<file path="src/rtl/phase_drive.sv">
// phase_drive: free-running PWM, 2-flop synced halls/brake, six-step commutation into 3 registered high/low pairs.
// Drive regs lag PWM_sig by 1 clk, no backpressure; define PHASE_DRIVE_HALL_ERR_EN for the sticky hall_err output.
module phase_drive #(
  parameter int PWM_W = 11
) (
  input  logic             clk,
  input  logic             rst_n,
  input  logic             hallGrn,
  input  logic             hallYlw,
  input  logic             hallBlu,
  input  logic             brake_n,
  input  logic [PWM_W-1:0] drv_mag,
  output logic             highGrn,
  output logic             lowGrn,
  output logic             highYlw,
  output logic             lowYlw,
  output logic             highBlu,
  output logic             lowBlu,
  output logic             PWM_synch
`ifdef PHASE_DRIVE_HALL_ERR_EN
  ,
  output logic             hall_err
`endif
);

  typedef enum logic [1:0] {
    MODE_Z = 2'd0,
    MODE_F = 2'd1,
    MODE_R = 2'd2
  } mode_t;

  logic [PWM_W-1:0] r_cnt;
  logic [PWM_W-1:0] r_duty;
  logic             r_pwm;
  logic [2:0]       r_hall_s1;
  logic [2:0]       r_hall_s2;
  logic [2:0]       r_rot;
  logic             r_brk_s1;
  logic             r_brk_s2;
  logic [5:0]       r_drv;

  logic             w_synch;
  mode_t            w_mode_g;
  mode_t            w_mode_y;
  mode_t            w_mode_b;
  logic [5:0]       w_drv;

  assign w_synch = (r_cnt == {PWM_W{1'b1}});

  function automatic logic [1:0] phase_out(input mode_t m, input logic pwm);
    logic [1:0] o;
    o = 2'b00;
    case (m)
      MODE_F:  o = {pwm, ~pwm};
      MODE_R:  o = {~pwm, pwm};
      default: o = 2'b00;
    endcase
    return o;
  endfunction

  // rotation_state {Grn,Ylw,Blu}; 000/111 are invalid and leave every phase off
  always_comb begin
    w_mode_g = MODE_Z;
    w_mode_y = MODE_Z;
    w_mode_b = MODE_Z;
    case (r_rot)
      3'b101: begin w_mode_g = MODE_F; w_mode_y = MODE_R; end
      3'b100: begin w_mode_g = MODE_F; w_mode_b = MODE_R; end
      3'b110: begin w_mode_y = MODE_F; w_mode_b = MODE_R; end
      3'b010: begin w_mode_y = MODE_F; w_mode_g = MODE_R; end
      3'b011: begin w_mode_b = MODE_F; w_mode_g = MODE_R; end
      3'b001: begin w_mode_b = MODE_F; w_mode_y = MODE_R; end
      default: ;
    endcase
  end

  always_comb begin
    w_drv = 6'b000000;
    if (!r_brk_s2) begin
      w_drv = {1'b0, r_pwm, 1'b0, r_pwm, 1'b0, r_pwm};
    end else begin
      w_drv = {phase_out(w_mode_g, r_pwm), phase_out(w_mode_y, r_pwm), phase_out(w_mode_b, r_pwm)};
    end
  end

  always_ff @(posedge clk or negedge rst_n) begin
    if (!rst_n) begin
      r_cnt     <= '0;
      r_duty    <= '0;
      r_pwm     <= 1'b0;
      r_hall_s1 <= 3'b000;
      r_hall_s2 <= 3'b000;
      r_rot     <= 3'b000;
      r_brk_s1  <= 1'b1;
      r_brk_s2  <= 1'b1;
      r_drv     <= 6'b000000;
    end else begin
      r_cnt     <= r_cnt + 1'b1;
      r_pwm     <= (r_cnt < r_duty);
      r_hall_s1 <= {hallGrn, hallYlw, hallBlu};
      r_hall_s2 <= r_hall_s1;
      r_brk_s1  <= brake_n;
      r_brk_s2  <= r_brk_s1;
      r_drv     <= w_drv;
      // duty and commutation only change on the period boundary
      if (w_synch) begin
        r_duty <= drv_mag;
        r_rot  <= r_hall_s2;
      end
    end
  end

`ifdef PHASE_DRIVE_HALL_ERR_EN
  logic r_hall_err;

  always_ff @(posedge clk or negedge rst_n) begin
    if (!rst_n) begin
      r_hall_err <= 1'b0;
    end else if (w_synch && ((r_hall_s2 == 3'b000) || (r_hall_s2 == 3'b111))) begin
      r_hall_err <= 1'b1;
    end
  end

  assign hall_err = r_hall_err;
`endif

  assign highGrn   = r_drv[5];
  assign lowGrn    = r_drv[4];
  assign highYlw   = r_drv[3];
  assign lowYlw    = r_drv[2];
  assign highBlu   = r_drv[1];
  assign lowBlu    = r_drv[0];
  assign PWM_synch = w_synch;

endmodule

</file>
<file path="config.mk">
export PLATFORM = sky130hd
export DESIGN_NAME = phase_drive
export DESIGN_NICKNAME = d
export VERILOG_FILES = /design/src/rtl/phase_drive.sv
export SDC_FILE = /design/constraint.sdc
export NUM_CORES = 1
export LEC_CHECK = 0
export CORE_AREA = 2 2 61 63
export DETAILED_ROUTE_END_ITERATION = 8
export DIE_AREA = 0 0 63 65
export PLACE_DENSITY = 0.79
export RECOVER_POWER = 100
export SLEW_MARGIN = 40
export SYNTH_ARGS = -nofsm -noshare
export SYNTH_HDL_FRONTEND = slang
export SYNTH_SLANG_ARGS = --single-unit
</file>
<file path="constraint.sdc">
create_clock -name clk -period 2.3 [get_ports clk]
set_input_delay 0.23 -clock clk [delete_from_list [all_inputs] [get_ports clk]]
set_output_delay 0.23 -clock clk [all_outputs]
set_load 0.1 [all_outputs]
</file>
# Word level (Yosys, flattened, before mapping)
# Cells that the tools add are included.
[word_totals]
register_bits = 40
in_bits = 17
output_inout_bits = 7
wordCells = 38
[op_classes]
addsub = 1
n_lt_le_gt_ge = 1
eq_ne = 13
mux = 7
bitwise_logic = 1
reduce_logical = 6
[op_table]
columns = ["operator", "count"]
rows = [
  ["2-bit case mux with 2 select lines", 6],
  ["2-bit OR reduction", 6],
  ["11-bit by 1-bit adder with 11-bit output (second input constant)", 1],
  ["11-bit equality test (second input constant)", 1],
  ["11-bit less-than comparator", 1],
  ["3-bit equality test (second input constant)", 3],
  ["2-bit by 1-bit equality test with 1-bit output (second input constant)", 3],
  ["2-bit equality test (second input constant)", 3],
  ["3-bit by 2-bit equality test with 1-bit output (second input constant)", 2],
  ["6-bit two-way mux", 1],
  ["3-bit by 1-bit equality test with 1-bit output (second input constant)", 1],
  ["1-bit inverter", 1],
]

# Depth between registers and ports, before layout
[depth]
ltp_word = 6
mapped_depth = 6
ltp_nobuf = 6

# Worst setup path before layout
# No wires, ideal clock.
[synth_timing]
kind = "register to output"
startpoint = "register r_cnt[0]"
endpoint = "output PWM_synch"
arrival_time_ps = 2140
required_time_ps = 2070
setup_slack_ps = -70
stages_incl_launch_ff = 5
n_path_buf = 0
path_cell_list = "dfrtp_1 ha_1 and3_1 nand3_1 nor2_1"
[synth_via]
elab_chain_cells = 1
[synth_lines]
columns = ["item", "line_no", "text"]
rows = [
  ["start: declaration", "32", "logic [PWM_W-1:0] r_cnt;"],
  ["start signal: assignment", "98", "r_cnt <= r_cnt + 1'b1;"],
  ["11-bit equality test", "48", "assign w_synch = (r_cnt == {PWM_W{1'b1}});"],
  ["end: declaration", "19", "output logic PWM_synch"],
]
# No other way between the ends.

# Final worst setup path
[layout_timing]
startpoint = "register r_cnt[1]"
endpoint = "output PWM_synch"
# The elaborated chain is that of the path after synthesis.

==> flow_metrics.env <==
export IMPL_place_area_um2=2049
export IMPL_synth_avg_cell_area_um2=12.73
export IMPL_worstHoldPathType="flip-flop to flip-flop"
export IMPL_ant_nets=0
export IMPL_synth_ff_type="dfrtp_1"
export IMPL_die_area_um2=4095
export IMPL_p_seq_share_pct=59.4
export IMPL_netlist_area_um2=1782
export IMPL_cap_violations=0
export IMPL_cpPeakStageDelay_ns=0.42
export IMPL_clock_skew_ns=0.005396
export IMPL_fin_tns_setup_ns=0
export IMPL_synth_commonest_cells="38 x dfrtp_1, 15 x inv_1, 11 x ha_1"
export IMPL_synthCells=140
export IMPL_clock_latency_ns=0.35
export IMPL_areaGrowthSynthToFinish_pct=15.52
export IMPL_firstDrtPassIters=4
export IMPL_cts_buffer_depth=2
export IMPL_io_buffers=23
export IMPL_crit_chain="ha_1 > and3_1 > nand3_1 > nor2_1 > buf_12"
export IMPL_synth_nets=168
export IMPL_routabilityCongestion=0.8067
export IMPL_cts_tree="yes"
export IMPL_clkPwrFrac_pct=37.1
export IMPL_hpwl_um=2052
export IMPL_post_drt_wl_per_cell_um=12.89
export IMPL_cts_sinks=40
export IMPL_wl_met2_um=1504
export IMPL_top_layer="met4"
export IMPL_r2r_cells=4
export IMPL_crit_required_ns=2.07
export IMPL_ys_seq_elements=40
export IMPL_status="completed"
export IMPL_crit_path_max_fanout=4
export IMPL_endpoint_kind="output port"
export IMPL_synth_most_common_cell="dfrtp_1"
export IMPL_root_buffer="clkbuf_4"
export IMPL_finalCritPeriodShare_pct=86.81
export IMPL_synth_top_area_share_pct=53.37
export IMPL_design_area_um2=2058
export IMPL_n_antenna_cell=0
export IMPL_p_leak_nw=0.9806
export IMPL_drv_slew=0
export IMPL_synthTopCellsByArea="dfrtp_1 53%, mux2_4 8.4%, ha_1 7.7%, inv_1 3.2%, dfstp_2 2.9%"
export IMPL_met3_length_um=122
export IMPL_start_util_pct=50.97
export IMPL_yosys_area_top_type="dfrtp_1"
export IMPL_crit_slowest_cell="dfrtp_1"
export IMPL_vias=1110
export IMPL_switching_share_pct=19.93
export IMPL_grt_pass1_wl_um=5030
export IMPL_p_per_area_nw_per_um2=584.2
export IMPL_cp_arrival_ns=1.77
export IMPL_hold_path_endpoint="r_hall_s2[2]"
export IMPL_drc=0
export IMPL_die_width_um=63
export IMPL_vias_per_cell=5.092
export IMPL_switchingPower_uw=239.6
export IMPL_max_slew_worst_pin_slew_ns=1.164
export IMPL_synth_edf_count=0
export IMPL_grt_pass1_vias=1121
export IMPL_numCtsBuffers=5
export IMPL_combPwrFrac_pct=3.5
export IMPL_hold_viol=0
export IMPL_clkTransAtPathRegs_ns=0.11
export IMPL_track_usage_pct=16.01
export IMPL_grt_ovfl_total=0
export IMPL_p_int_uw=962.8
export IMPL_async_flop_share_pct=100.0
export IMPL_critical_path_class="flip-flop to output port"
export IMPL_antenna_found_initial=0
export IMPL_die_h_um=65
export IMPL_core_area_um2=3496
export IMPL_grt_setup_unrepaired="no"
export IMPL_ir_drop_uv=389.2
export IMPL_holdPathStages=0
export IMPL_m1WireLength_um=1137
export IMPL_fp_row_count=22
export IMPL_drive_gt1_share_pct=10.59
export IMPL_htree_levels=2
export IMPL_finalWirelength_um=2809
export IMPL_fin_crit_ns=1.997
export IMPL_ys_warn_count=0
export IMPL_first_iter_violations=78
export IMPL_n_fill_cell=298
export IMPL_io_pins=24
export IMPL_nets=197
export IMPL_cp_start_kind="flip-flop"
export IMPL_worstReg2RegEnd="r_rot[0]"
export IMPL_rr_startpoint="r_cnt[1]"
export IMPL_slew_headroom_pct=22.76
export IMPL_fmax_mhz=500.9
export IMPL_hold_start="r_hall_s1[2]"
export IMPL_grt_max_degree=27
export IMPL_setup_viol=0
export IMPL_yosysUniqueCellTypes=30
export IMPL_r2r_setup_slack_ns=0.45
export IMPL_synth_seq_area_share_pct=56.32
-- cell usage in the layout, fill, tap and decap left out, drive strengths merged, types with 2 or more instances in the layout --
cell and instances:
nand2 9, nand3 5, clkdlybuf4s50 11, and2 2, dfrtp 38, nor2b 3, nand4 3, nor2 2
ha 11, and3 4, dfstp 2, clkbuf 14, nor3 2, dlygate4sd3 5, xor2 3, o21ai 3
mux2 14, nand2b 2, a21oi 6, inv 15, xnor2 6, a22o 2
-- repair_timing --
| action | 4_1_cts | 5_1_grt |
|---|---|---|
| hold buffers | 1 | 0 |
| resized for setup | 0 | 0 |
| endpoints found under the hold margin | 12 | 0 |
| buffers inserted | 0 | 0 |
-- critical path: cells and delay by family, from the launching register on --
family / cells / cell delay, ns
buffers and inverters: 1 / 0.21
AND/OR/NAND/NOR: 3 / 0.58
adder cells (fa/ha/maj): 1 / 0.21
flip-flops: 1 / 0.42
-- layer usage --
| layer | up-vias | GRT usage, % |
|---|---|---|
| li1 | 532 | - |
| met5 | - | 0 |
| met3 | 5 | 4.167 |
| met4 | 0 | 5.833 |
| met1 | 548 | 19.18 |
| met2 | 25 | 27.79 |
-- flip-flops by register name, summed over array words and instances, names as in the netlist --
register / flops
r_rot: 3
r_brk_s1: 1
r_cnt: 11
r_duty: 11
r_hall_s2: 3
r_pwm: 1
r_drv: 6
r_brk_s2: 1
r_hall_s1: 3
-- final cells by class --
| type | count | area [um2] | area share, % |
|---|---|---|---|
| Multi-Input combinational cell | 82 | 650.6 | 31.61 |
| Inverter | 15 | 56.30 | 2.736 |
| Clock buffer | 6 | 41.29 | 2.006 |
| Sequential cell | 40 | 1003 | 48.75 |
| Clock inverter | 2 | 35.03 | 1.702 |
| Timing Repair Buffer | 25 | 211.5 | 10.27 |
| Tap cell | 48 | 60.06 | 2.918 |
-- through the flow --
| step | utilization (%) | setup WS [ns] | power (mW) | hold WS, ns | instances |
|---|---|---|---|---|---|
| 2_1_floorplan | - | 0.3812 | 0.7298 | -0.06559 | 140 |
| 3_3_place_gp | 58.05 | 0.6101 | 0.7698 | 0.3349 | 208 |
| 3_5_place_dp | 58.63 | 0.5335 | 0.7760 | 0.1630 | 209 |
| 4_1_cts | 61.10 | 0.3336 | 1.224 | 0.2729 | 218 |
| 5_1_grt | 58.88 | 0.1937 | 1.260 | 0.3750 | 218 |
| 6_report | 58.88 | 0.3034 | 1.202 | 0.3605 | 218 |
-- power groups by stage --
stage                     clock network (mW)  registers, mW  logic [mW]
after global placement                     0          0.728      0.0417
final                                  0.446          0.714      0.0415
after detailed placement                   0          0.728      0.0478
after CTS                              0.460          0.715      0.0490
after floorplan                            0          0.727     0.00271
after global routing                   0.497          0.716      0.0472
-- how the worst max path moves through the flow --
stage	start	to	depth (start not counted)
after floorplan	r_cnt[0]	PWM_synch	4
after global placement	r_cnt[0]	r_rot[0]	4
after detailed placement	r_cnt[1]	r_rot[0]	4
after CTS	r_cnt[1]	PWM_synch	5
after global routing	r_cnt[1]	PWM_synch	5
final	r_cnt[1]	PWM_synch	5
-- cells by family (layout without fill, tap and decap cells) --
kind of cell | Yosys count | after routing | synth area share, %
buf+inv | 18 | 48 | 5.126
simple gates | 33 | 33 | 10.18
mux | 14 | 14 | 10.95
xor+xnor | 9 | 9 | 4.424
compound gates | 15 | 15 | 5.267
flops | 40 | 40 | 56.32
fa+ha+maj | 11 | 11 | 7.725
(Power assumes the default switching activity.)
